## config.mk

```make
export PLATFORM = sky130hd
export DESIGN_NAME = fft_stage_sequencer
export DESIGN_NICKNAME = d
export VERILOG_FILES = /design/src/rtl/fft_ctrl_pkg.sv /design/src/rtl/fft_addr_delay.sv /design/src/rtl/fft_stage_sequencer.sv
export SDC_FILE = /design/constraint.sdc
export NUM_CORES = 1
export LEC_CHECK = 0
export BUFFER_PORTS_ARGS = -buffer_cell sky130_fd_sc_hd__buf_2
export CELL_PAD_IN_SITES_DETAIL_PLACEMENT = 1
export CELL_PAD_IN_SITES_GLOBAL_PLACEMENT = 1
export CORE_ASPECT_RATIO = 0.7
export CORE_MARGIN = 1
export CORE_UTILIZATION = 44
export DETAILED_ROUTE_END_ITERATION = 6
export PLACE_DENSITY = 0.77
export SLEW_MARGIN = 20
export SYNTH_ARGS = -nofsm -noshare
export SYNTH_HDL_FRONTEND = slang
export SYNTH_SLANG_ARGS = --single-unit
```

## constraint.sdc

```tcl
create_clock -name i_clk -period 4 [get_ports i_clk]
set_input_delay 0.6 -clock i_clk [delete_from_list [all_inputs] [get_ports i_clk]]
set_output_delay 0.6 -clock i_clk [all_outputs]
set_load 0.02 [all_outputs]
```

## src/rtl/fft_ctrl_pkg.sv

```systemverilog
// rtl/fft_ctrl_pkg.sv - shared constants, state encoding and butterfly address helper for the 32-point FFT sequencer
package fft_ctrl_pkg;

    localparam int NFFT  = 32;
    localparam int LOG2N = 5;
    localparam int NBFLY = 16;

    // sample address / twiddle index width, butterfly index width, stage width, drain counter width
    localparam int AW = $clog2(NFFT);
    localparam int JW = $clog2(NBFLY);
    localparam int SW = 3;
    localparam int DW = 4;

    typedef enum logic [1:0] {
        ST_IDLE,
        ST_RUN,
        ST_DRAIN,
        ST_DONE
    } state_t;

    typedef struct packed {
        logic [AW-1:0] a;
        logic [AW-1:0] b;
        logic [AW-1:0] k;
    } bfly_addr_t;

    typedef struct packed {
        logic          en;
        logic [AW-1:0] addr_a;
        logic [AW-1:0] addr_b;
    } wb_slot_t;

    // Leg addresses and twiddle index of butterfly j in stage s (span half = 2^s).
    // grp << (s+1) leaves the low s+1 bits clear and pos < half, so OR equals add.
    function automatic bfly_addr_t bfly_addr(input logic [SW-1:0] s, input logic [JW-1:0] j);
        logic [AW-1:0] half;
        logic [AW-1:0] jx;
        logic [AW-1:0] grp;
        logic [AW-1:0] pos;
        bfly_addr_t    r;
        half = AW'(1) << s;
        jx   = {1'b0, j};
        grp  = jx >> s;
        pos  = jx & (half - AW'(1));
        r.a  = (grp << (s + SW'(1))) | pos;
        r.b  = r.a + half;
        r.k  = pos << (SW'(LOG2N - 1) - s);
        return r;
    endfunction

endpackage

```

## src/rtl/fft_addr_delay.sv

```systemverilog
// rtl/fft_addr_delay.sv - BF_LAT-deep shift register turning read issues into write-backs
module fft_addr_delay
    import fft_ctrl_pkg::*;
#(
    parameter int BF_LAT = 3
) (
    input  logic          i_clk,
    input  logic          i_rst,
    input  logic          i_en,
    input  logic [AW-1:0] i_addr_a,
    input  logic [AW-1:0] i_addr_b,
    output logic          o_en,
    output logic [AW-1:0] o_addr_a,
    output logic [AW-1:0] o_addr_b
);

    wb_slot_t pipe [BF_LAT];

    // Shift one slot per cycle; reset empties every slot so in-flight writes are dropped.
    always_ff @(posedge i_clk) begin
        if (i_rst) begin
            for (int i = 0; i < BF_LAT; i++) begin
                pipe[i] <= '0;
            end
        end else begin
            pipe[0] <= '{en: i_en, addr_a: i_addr_a, addr_b: i_addr_b};
            for (int i = 1; i < BF_LAT; i++) begin
                pipe[i] <= pipe[i-1];
            end
        end
    end

    assign o_en     = pipe[BF_LAT-1].en;
    assign o_addr_a = pipe[BF_LAT-1].addr_a;
    assign o_addr_b = pipe[BF_LAT-1].addr_b;

endmodule

```

## src/rtl/fft_stage_sequencer.sv

```systemverilog
// rtl/fft_stage_sequencer.sv - stage/butterfly sequencer for the in-place 32-point radix-2 DIT FFT
module fft_stage_sequencer
    import fft_ctrl_pkg::*;
#(
    parameter int BF_LAT = 3
) (
    input  logic          i_clk,
    input  logic          i_rst,
    input  logic          i_start,
    output logic          o_busy,
    output logic          o_done,
    output logic          o_rd_en,
    output logic [AW-1:0] o_rd_addr_a,
    output logic [AW-1:0] o_rd_addr_b,
    output logic [AW-1:0] o_tw_k,
    output logic [SW-1:0] o_stage,
    output logic          o_wr_en,
    output logic [AW-1:0] o_wr_addr_a,
    output logic [AW-1:0] o_wr_addr_b
);

    state_t        state;
    logic [JW-1:0] j;
    logic [SW-1:0] s;
    logic [DW-1:0] dcnt;

    bfly_addr_t first_bf;
    bfly_addr_t next_bf;
    bfly_addr_t next_stage_bf;

    // Candidate issues for the next cycle: very first butterfly, next in stage, first of next stage.
    assign first_bf      = bfly_addr('0, '0);
    assign next_bf       = bfly_addr(s, j + JW'(1));
    assign next_stage_bf = bfly_addr(s + SW'(1), '0);

    // Control FSM; all issue outputs are registered and default to 0 whenever no butterfly issues.
    always_ff @(posedge i_clk) begin
        if (i_rst) begin
            state       <= ST_IDLE;
            j           <= '0;
            s           <= '0;
            dcnt        <= '0;
            o_busy      <= 1'b0;
            o_done      <= 1'b0;
            o_rd_en     <= 1'b0;
            o_rd_addr_a <= '0;
            o_rd_addr_b <= '0;
            o_tw_k      <= '0;
            o_stage     <= '0;
        end else begin
            o_done      <= 1'b0;
            o_rd_en     <= 1'b0;
            o_rd_addr_a <= '0;
            o_rd_addr_b <= '0;
            o_tw_k      <= '0;
            o_stage     <= '0;
            case (state)
                ST_IDLE: begin
                    if (i_start) begin
                        state       <= ST_RUN;
                        j           <= '0;
                        s           <= '0;
                        o_busy      <= 1'b1;
                        o_rd_en     <= 1'b1;
                        o_rd_addr_a <= first_bf.a;
                        o_rd_addr_b <= first_bf.b;
                        o_tw_k      <= first_bf.k;
                    end
                end
                ST_RUN: begin
                    if (j == JW'(NBFLY - 1)) begin
                        state <= ST_DRAIN;
                        dcnt  <= '0;
                    end else begin
                        j           <= j + JW'(1);
                        o_rd_en     <= 1'b1;
                        o_rd_addr_a <= next_bf.a;
                        o_rd_addr_b <= next_bf.b;
                        o_tw_k      <= next_bf.k;
                        o_stage     <= s;
                    end
                end
                ST_DRAIN: begin
                    if (dcnt == DW'(BF_LAT - 1)) begin
                        if (s == SW'(LOG2N - 1)) begin
                            state  <= ST_DONE;
                            o_done <= 1'b1;
                        end else begin
                            state       <= ST_RUN;
                            s           <= s + SW'(1);
                            j           <= '0;
                            o_rd_en     <= 1'b1;
                            o_rd_addr_a <= next_stage_bf.a;
                            o_rd_addr_b <= next_stage_bf.b;
                            o_tw_k      <= next_stage_bf.k;
                            o_stage     <= s + SW'(1);
                        end
                    end else begin
                        dcnt <= dcnt + DW'(1);
                    end
                end
                ST_DONE: begin
                    state  <= ST_IDLE;
                    s      <= '0;
                    o_busy <= 1'b0;
                end
                default: begin
                    state <= ST_IDLE;
                end
            endcase
        end
    end

    fft_addr_delay #(
        .BF_LAT(BF_LAT)
    ) u_delay (
        .i_clk    (i_clk),
        .i_rst    (i_rst),
        .i_en     (o_rd_en),
        .i_addr_a (o_rd_addr_a),
        .i_addr_b (o_rd_addr_b),
        .o_en     (o_wr_en),
        .o_addr_a (o_wr_addr_a),
        .o_addr_b (o_wr_addr_b)
    );

endmodule

```

==> results of run 1 <==
cells in the mapped netlist (3+ instances only):
cell	count
nor3_1	5
inv_1	10
a32oi_1	3
ha_1	24
xnor2_1	5
clkbuf_1	12
a21oi_1	20
a21o_1	3
or2_2	3
or3_1	3
xor2_1	5
nand2b_1	7
o21ai_0	6
nand3_1	8
nor2_1	23
buf_4	10
and2_1	4
nor2b_1	40
nand4_1	3
dfxtp_1	67
a211oi_1	7
nand2_1	18
logic make-up after synthesis:
family	Yosys count	share of synthesized area, %
simple gates	128	24.2
mux	2	0.657
fa+ha+maj	25	10.5
compound gates	55	12.2
buf+inv	34	5.51
xor+xnor	10	2.88
flops	67	44.0
metal layers:
metal,wire length (µm),vias up,part of all wire [%],GRT usage (%)
met5,0,-,0,0
met1,3520,1112,49,29.0
met3,264,6,3.7,6.15
met4,57,0,0.80,5.31
li1,-,1137,-,-
met2,3300,39,46,34.6
worst paths after layout:
path / to / startpoint
max: o_rd_addr_b[4] / s[1]
min: u_delay.pipe[0][19] / u_delay.pipe[0][8]
max reg2reg: o_rd_addr_b[4] / s[1]
min reg2reg: u_delay.pipe[0][19] / u_delay.pipe[0][8]
sequential cells by signal, summed over array words and instances (netlist names):
name	cells
u_delay.pipe	33
o_rd_addr_a	5
o_rd_addr_b	5
o_tw_k	5
dcnt	4
j	4
o_stage	3
s	3
state	2
o_busy	1
o_done	1
o_rd_en	1
critical path, delay by kind of cell, from the launching register on:
| family | cells | cell delay (ps) |
|---|---|---|
| DFF | 1 | 620 |
| buffers and inverters | 2 | 340 |
| AOI/OAI and AO/OA | 4 | 970 |
| and+or+nand+nor | 2 | 360 |
| adders and majority gates | 4 | 1100 |
| xor gates and xnor gates | 1 | 150 |
report_power, final:
part	total, mW	switching (mW)	leakage [nW]	internal, mW
clock	0.625	0.270	0.110	0.355
combinational	0.488	0.308	0.800	0.179
sequential	0.746	0.0363	0.542	0.710
total	1.86	0.615	1.45	1.24
area by class of cell:
class,count,area (µm²)
fillers,763,3000
clock buffers,9,124
inverters,10,37.5
clock inverters,7,98.8
well taps,91,114
flip-flops and latches,67,1340
multi-input cells,220,1540
repair buffers,38,200
stage by stage:
| stage | hold WS (ps) | area (µm²) | cells | total power [mW] | setup slack (ps) |
|---|---|---|---|---|---|
| 4_1_cts | 442 | 3450 | 442 | 1.87 | 375 |
| 3_5_place_dp | 424 | 3230 | 426 | 1.24 | 473 |
| 5_1_grt | 452 | 3450 | 442 | 1.96 | 152 |
| 6_report | 440 | 3450 | 442 | 1.86 | 370 |
| 2_1_floorplan | 414 | 3050 | 321 | 1.10 | 867 |
| 3_3_place_gp | 415 | 3230 | 426 | 1.22 | 683 |
==> impl_metrics.py, run 1 <==
metrics = {
    "die": {
        "die_area_um2": 7260,
        "core_um2": 6460,
        "die_width_um": 101,
        "initial_core_util_pct": 47.2,
        "io_pins": 35,
        "die_h_um": 71.6,
        "rows": 24,
    },
    "global_routing": {
        "grt_max_degree": 52,
        "grt.overflow.total": 0,
        "grt_pass1_vias": 2309,
        "grt_antenna_before_repair": 0,
        "track_usage_pct": 21.7,
        "grt_first_pass_wirelength_um": 11700,
    },
    "finish": {
        "final_cell_mix": "dfxtp_1, nor2b_1, buf_2",
        "antenna_cells": 0,
        "layout_commonest_cell": "dfxtp_1",
        "utilization_pct": 53.5,
        "nets": 374,
        "syn_to_final_growth_pct": 13.4,
        "drive_gt1_share_pct": 19.4,
    },
    "clocking": {
        "clk_pin_slew_worst_paths_ps": 70,
        "ctsLongestPathBuffers": 2,
        "cts_setup_buffers": 0,
        "cts_tree": "yes",
        "htree_levels": 3,
        "worstSkewPairLatency_ps": 350,
        "cts_resized": 0,
        "root_buffer": "clkbuf_8",
        "holdBufCountCts": 0,
        "cts_num_sinks": 67,
        "cts_made_buffers": 9,
    },
    "synthesis": {
        "yosysTopAreaCell": "dfxtp_1",
        "synthFlopType": "dfxtp_1",
        "syn_inst": 321,
        "syn-num-nets": 349,
        "synth_area_um2": 3050,
        "yosys-top-cells-area": "dfxtp_1, ha_1, nor2b_1",
        "synth_top_cell_area_share_pct": 44.0,
        "ys_ff_latch": 67,
        "synth.avg_cell_area_um2": 9.49,
        "ys_warn_count": 0,
        "synth_cell_types": 52,
        "yosysSeqAreaShare_pct": 44.0,
        "synth-edff-count": 0,
        "postSynth.asyncResetShare_pct": 0,
    },
    "route": {
        "first_pass_iters": 4,
        "drc": 0,
        "vias": 2294,
        "wl_per_cell_um": 16.2,
        "ant_nets": 0,
        "drt_wl_total_um": 7140,
        "via_per_inst": 5.19,
        "drt_iter0_markers": 97,
    },
    "sta": {
        "fin_crit_sh_pct": 90.8,
        "max_freq_mhz": 275,
        "fin_crit_ps": 3630,
        "worst_pin_slew_ps": 896,
        "finalSetupViolCount": 0,
        "slew-limit-headroom_pct": 40.3,
        "tns_ps": 0,
        "skew_ps": 8.06,
        "drv_slew": 0,
        "finalHoldViolations": 0,
        "grt_setup_unrepaired": "false",
    },
    "critical_path": {
        "required_ps": 4260,
        "ff2ff_setup_slack_ps": 370,
        "path_class": "reg -> reg",
        "cp.arrival_ps": 3890,
        "cp_slowest_cell": "dfxtp_1",
        "max_stage_delay_ps": 620,
        "cpMostUsedCell": "ha_1",
        "r2r_cells": 13,
        "cp_cell_sequence": "inv_1 > ha_1 > ha_1 > inv_1 > ha_1 > nand2b_1 > nand2_1 > fa_1 > a21o_1 > a21oi_1 > xnor2_1 > a2111o_1 > o211ai_1",
        "cp-end-kind": "flip-flop",
        "startpoint_type": "flip-flop",
        "crit_path_max_fanout": 13,
    },
    "placed_design": {
        "io_buffers": 34,
        "place.gp.congestion": 0.915,
        "dp_hpwl_um": 5260,
    },
    "power_and_ir_drop": {
        "vdd_drop_max_mv": 0.212,
        "power.density_nw_per_um2": 539,
        "leakage_nw": 1.45,
    },
    "worst_hold_path": {
        "min_path_cells": 1,
        "hold_class": "reg -> reg",
    },
    "run_status": {
        "status": "complete, no violations",
    },
    "flow_run": {
        "drv_cap": 0,
    },
}
(Power assumes the default switching activity.)
==> run 2: changes to the inputs <==
- BUFFER_PORTS_ARGS: -buffer_cell sky130_fd_sc_hd__buf_2 -> -buffer_cell sky130_fd_sc_hd__buf_4
- CORE_MARGIN: 1 -> 4
- clock period: 4 -> 3.4 ns (I/O delays scaled with it)
==> run 2 against run 1 <==
Clock power increased by 17%. Sequential power grew 18%. Combinational power grew 19%. Setup slack got worse by 260 ps. Core utilization rose by 0.21 points. Register-to-register slack got worse by 260 ps. Fmax is 10% higher. Sequential share of layout area down 1.7 points. Worst hold slack is essentially flat. Design area is 4.6% higher. First-iteration DRC count up 59%. Flip-flop and latch count did not move. Largest power group unchanged. Highest routed layer unchanged.
==> impl_metrics.py, run 2 (synthesis results as in run 1) <==
metrics = {
    "run_status": {
        "status": "complete, no violations",
    },
    "critical_path": {
        "cp.arrival_ps": 3550,
        "timing.rr.start": "j[0]",
        "cp-end-kind": "flip-flop",
        "ff2ff_setup_slack_ps": 110,
        "critPathLaunch": "j[0]",
        "startpoint_type": "flip-flop",
        "r2r_end": "o_rd_addr_b[4]",
        "crit_path_max_fanout": 7,
        "required_ps": 3660,
        "path_class": "reg -> reg",
        "r2r_cells": 11,
    },
    "global_routing": {
        "grt.overflow.total": 0,
        "track_usage_pct": 18.6,
        "grt_antenna_before_repair": 0,
        "grt_pass1_vias": 2370,
        "grt_max_degree": 52,
        "grt_first_pass_wirelength_um": 12200,
    },
    "finish": {
        "layout_commonest_cell": "dfxtp_1",
        "largest_register_ffs": 33,
        "antenna_cells": 0,
        "fillers": 785,
        "utilization_pct": 53.7,
        "max_flop_register": "u_delay.pipe",
        "final_cell_mix": "dfxtp_1, buf_4, nor2b_1",
        "fin_area_um2": 3610,
        "drive_gt1_share_pct": 21.7,
        "nets": 383,
        "syn_to_final_growth_pct": 18.5,
    },
    "sta": {
        "layout_setup_ws_ps": 111,
        "drv_slew": 0,
        "fin_crit_sh_pct": 96.7,
        "finalSetupViolCount": 0,
        "hold_ws_ps": 440,
        "max_freq_mhz": 304,
        "tns_ps": 0,
        "finalHoldViolations": 0,
        "worst_pin_slew_ps": 685,
        "grt_setup_unrepaired": "false",
        "slew-limit-headroom_pct": 54.1,
        "skew_ps": 11.4,
        "fin_crit_ps": 3290,
    },
    "route": {
        "ant_nets": 0,
        "via_per_inst": 5.08,
        "wl_per_cell_um": 16.0,
        "drt_wl_total_um": 7270,
        "drt_iter0_markers": 154,
        "drc": 0,
        "vias": 2308,
        "first_pass_iters": 4,
    },
    "worst_hold_path": {
        "min_from": "u_delay.pipe[0][14]",
        "min_path_cells": 1,
        "hold_class": "reg -> reg",
        "whs_endpoint": "u_delay.pipe[0][25]",
    },
    "die": {
        "die_h_um": 77.6,
        "core_um2": 6730,
        "rows": 25,
        "io_pins": 35,
        "die_area_um2": 8340,
        "initial_core_util_pct": 45.3,
        "die_width_um": 107,
    },
    "clocking": {
        "cts_made_buffers": 9,
        "root_buffer": "clkbuf_8",
        "htree_levels": 3,
        "holdBufCountCts": 0,
        "cts_resized": 0,
        "cts_setup_buffers": 0,
        "worstSkewPairLatency_ps": 340,
        "ctsLongestPathBuffers": 2,
        "cts_tree": "yes",
        "clk_pin_slew_worst_paths_ps": 80,
        "cts_num_sinks": 67,
    },
    "flow_run": {
        "drv_cap": 0,
    },
    "placed_design": {
        "place.gp.congestion": 0.929,
        "pre_cts_slack_ps": 207,
        "dp_hpwl_um": 5250,
        "io_buffers": 34,
        "place_area_um2": 3390,
    },
    "power_and_ir_drop": {
        "vdd_drop_max_mv": 0.270,
        "sw_frac_of_total_pct": 32.6,
        "power.switching_uw": 714,
        "leakage_nw": 1.49,
        "intPower_mw": 1.48,
        "pwr-share-comb_pct": 26.6,
        "p_seq_share_pct": 40.0,
        "power.density_nw_per_um2": 608,
        "clock_power_share_pct": 33.4,
    },
}
[run 2: cell count changes in the layout (fill, tap and decap cells not counted), sizes merged]
cell,change
buf,+9
[run 2: critical path, cell delays in order (launching register included)]
cell and delay [ps]:
dfxtp_1 460, ha_1 320, nor2_1 280, a211oi_1 120
a31o_2 280, ha_1 210, fa_1 400, a21o_1 190
a21oi_1 310, xnor2_1 150, a2111o_1 410, o211ai_1 90
[run 2: how the worst max path moves through the flow]
stage	end	slack [ps]	depth (start not counted)
floorplan	o_rd_addr_b[4]	270	13
global placement	o_rd_addr_b[4]	310	11
detailed placement	o_rd_addr_b[4]	210	13
CTS	o_rd_addr_b[4]	90	13
global route	o_rd_addr_b[4]	20	14
finish	o_rd_addr_b[4]	110	11
[run 2: metal layers]
layer	part of all wire [%]	track usage, %	vias to the layer above	routed length [µm]
met3	3.1	4.16	8	223
met2	45	29.3	37	3270
met5	0	0	-	0
met4	1.2	4.79	0	84
li1	-	-	1148	-
met1	51	25.7	1115	3690
[run 2: final cells by class]
class	instances	area [µm²]	share of cell area, %
Multi-Input combinational cell	220	1540	42.6
Inverter	10	37.5	1.04
Clock buffer	9	124	3.43
Timing Repair Buffer	47	353	9.77
Sequential cell	67	1340	37.2
Tap cell	94	118	3.26
Clock inverter	7	98.8	2.74
[run 2: metrics by stage]
step / instances / power [mW]
floorplan: 321 / 1.30
finish: 454 / 2.19
detailed placement: 438 / 1.47
CTS: 454 / 2.21
global placement: 438 / 1.44
global route: 454 / 2.32
[run 2: power by group through the flow]
stage | Sequential, mW | Clock (mW) | Combinational, mW
2_1_floorplan | 0.906 | 0 | 0.393
3_3_place_gp | 0.891 | 0 | 0.552
3_5_place_dp | 0.893 | 0 | 0.573
4_1_cts | 0.877 | 0.750 | 0.582
5_1_grt | 0.885 | 0.793 | 0.647
6_report | 0.877 | 0.734 | 0.583
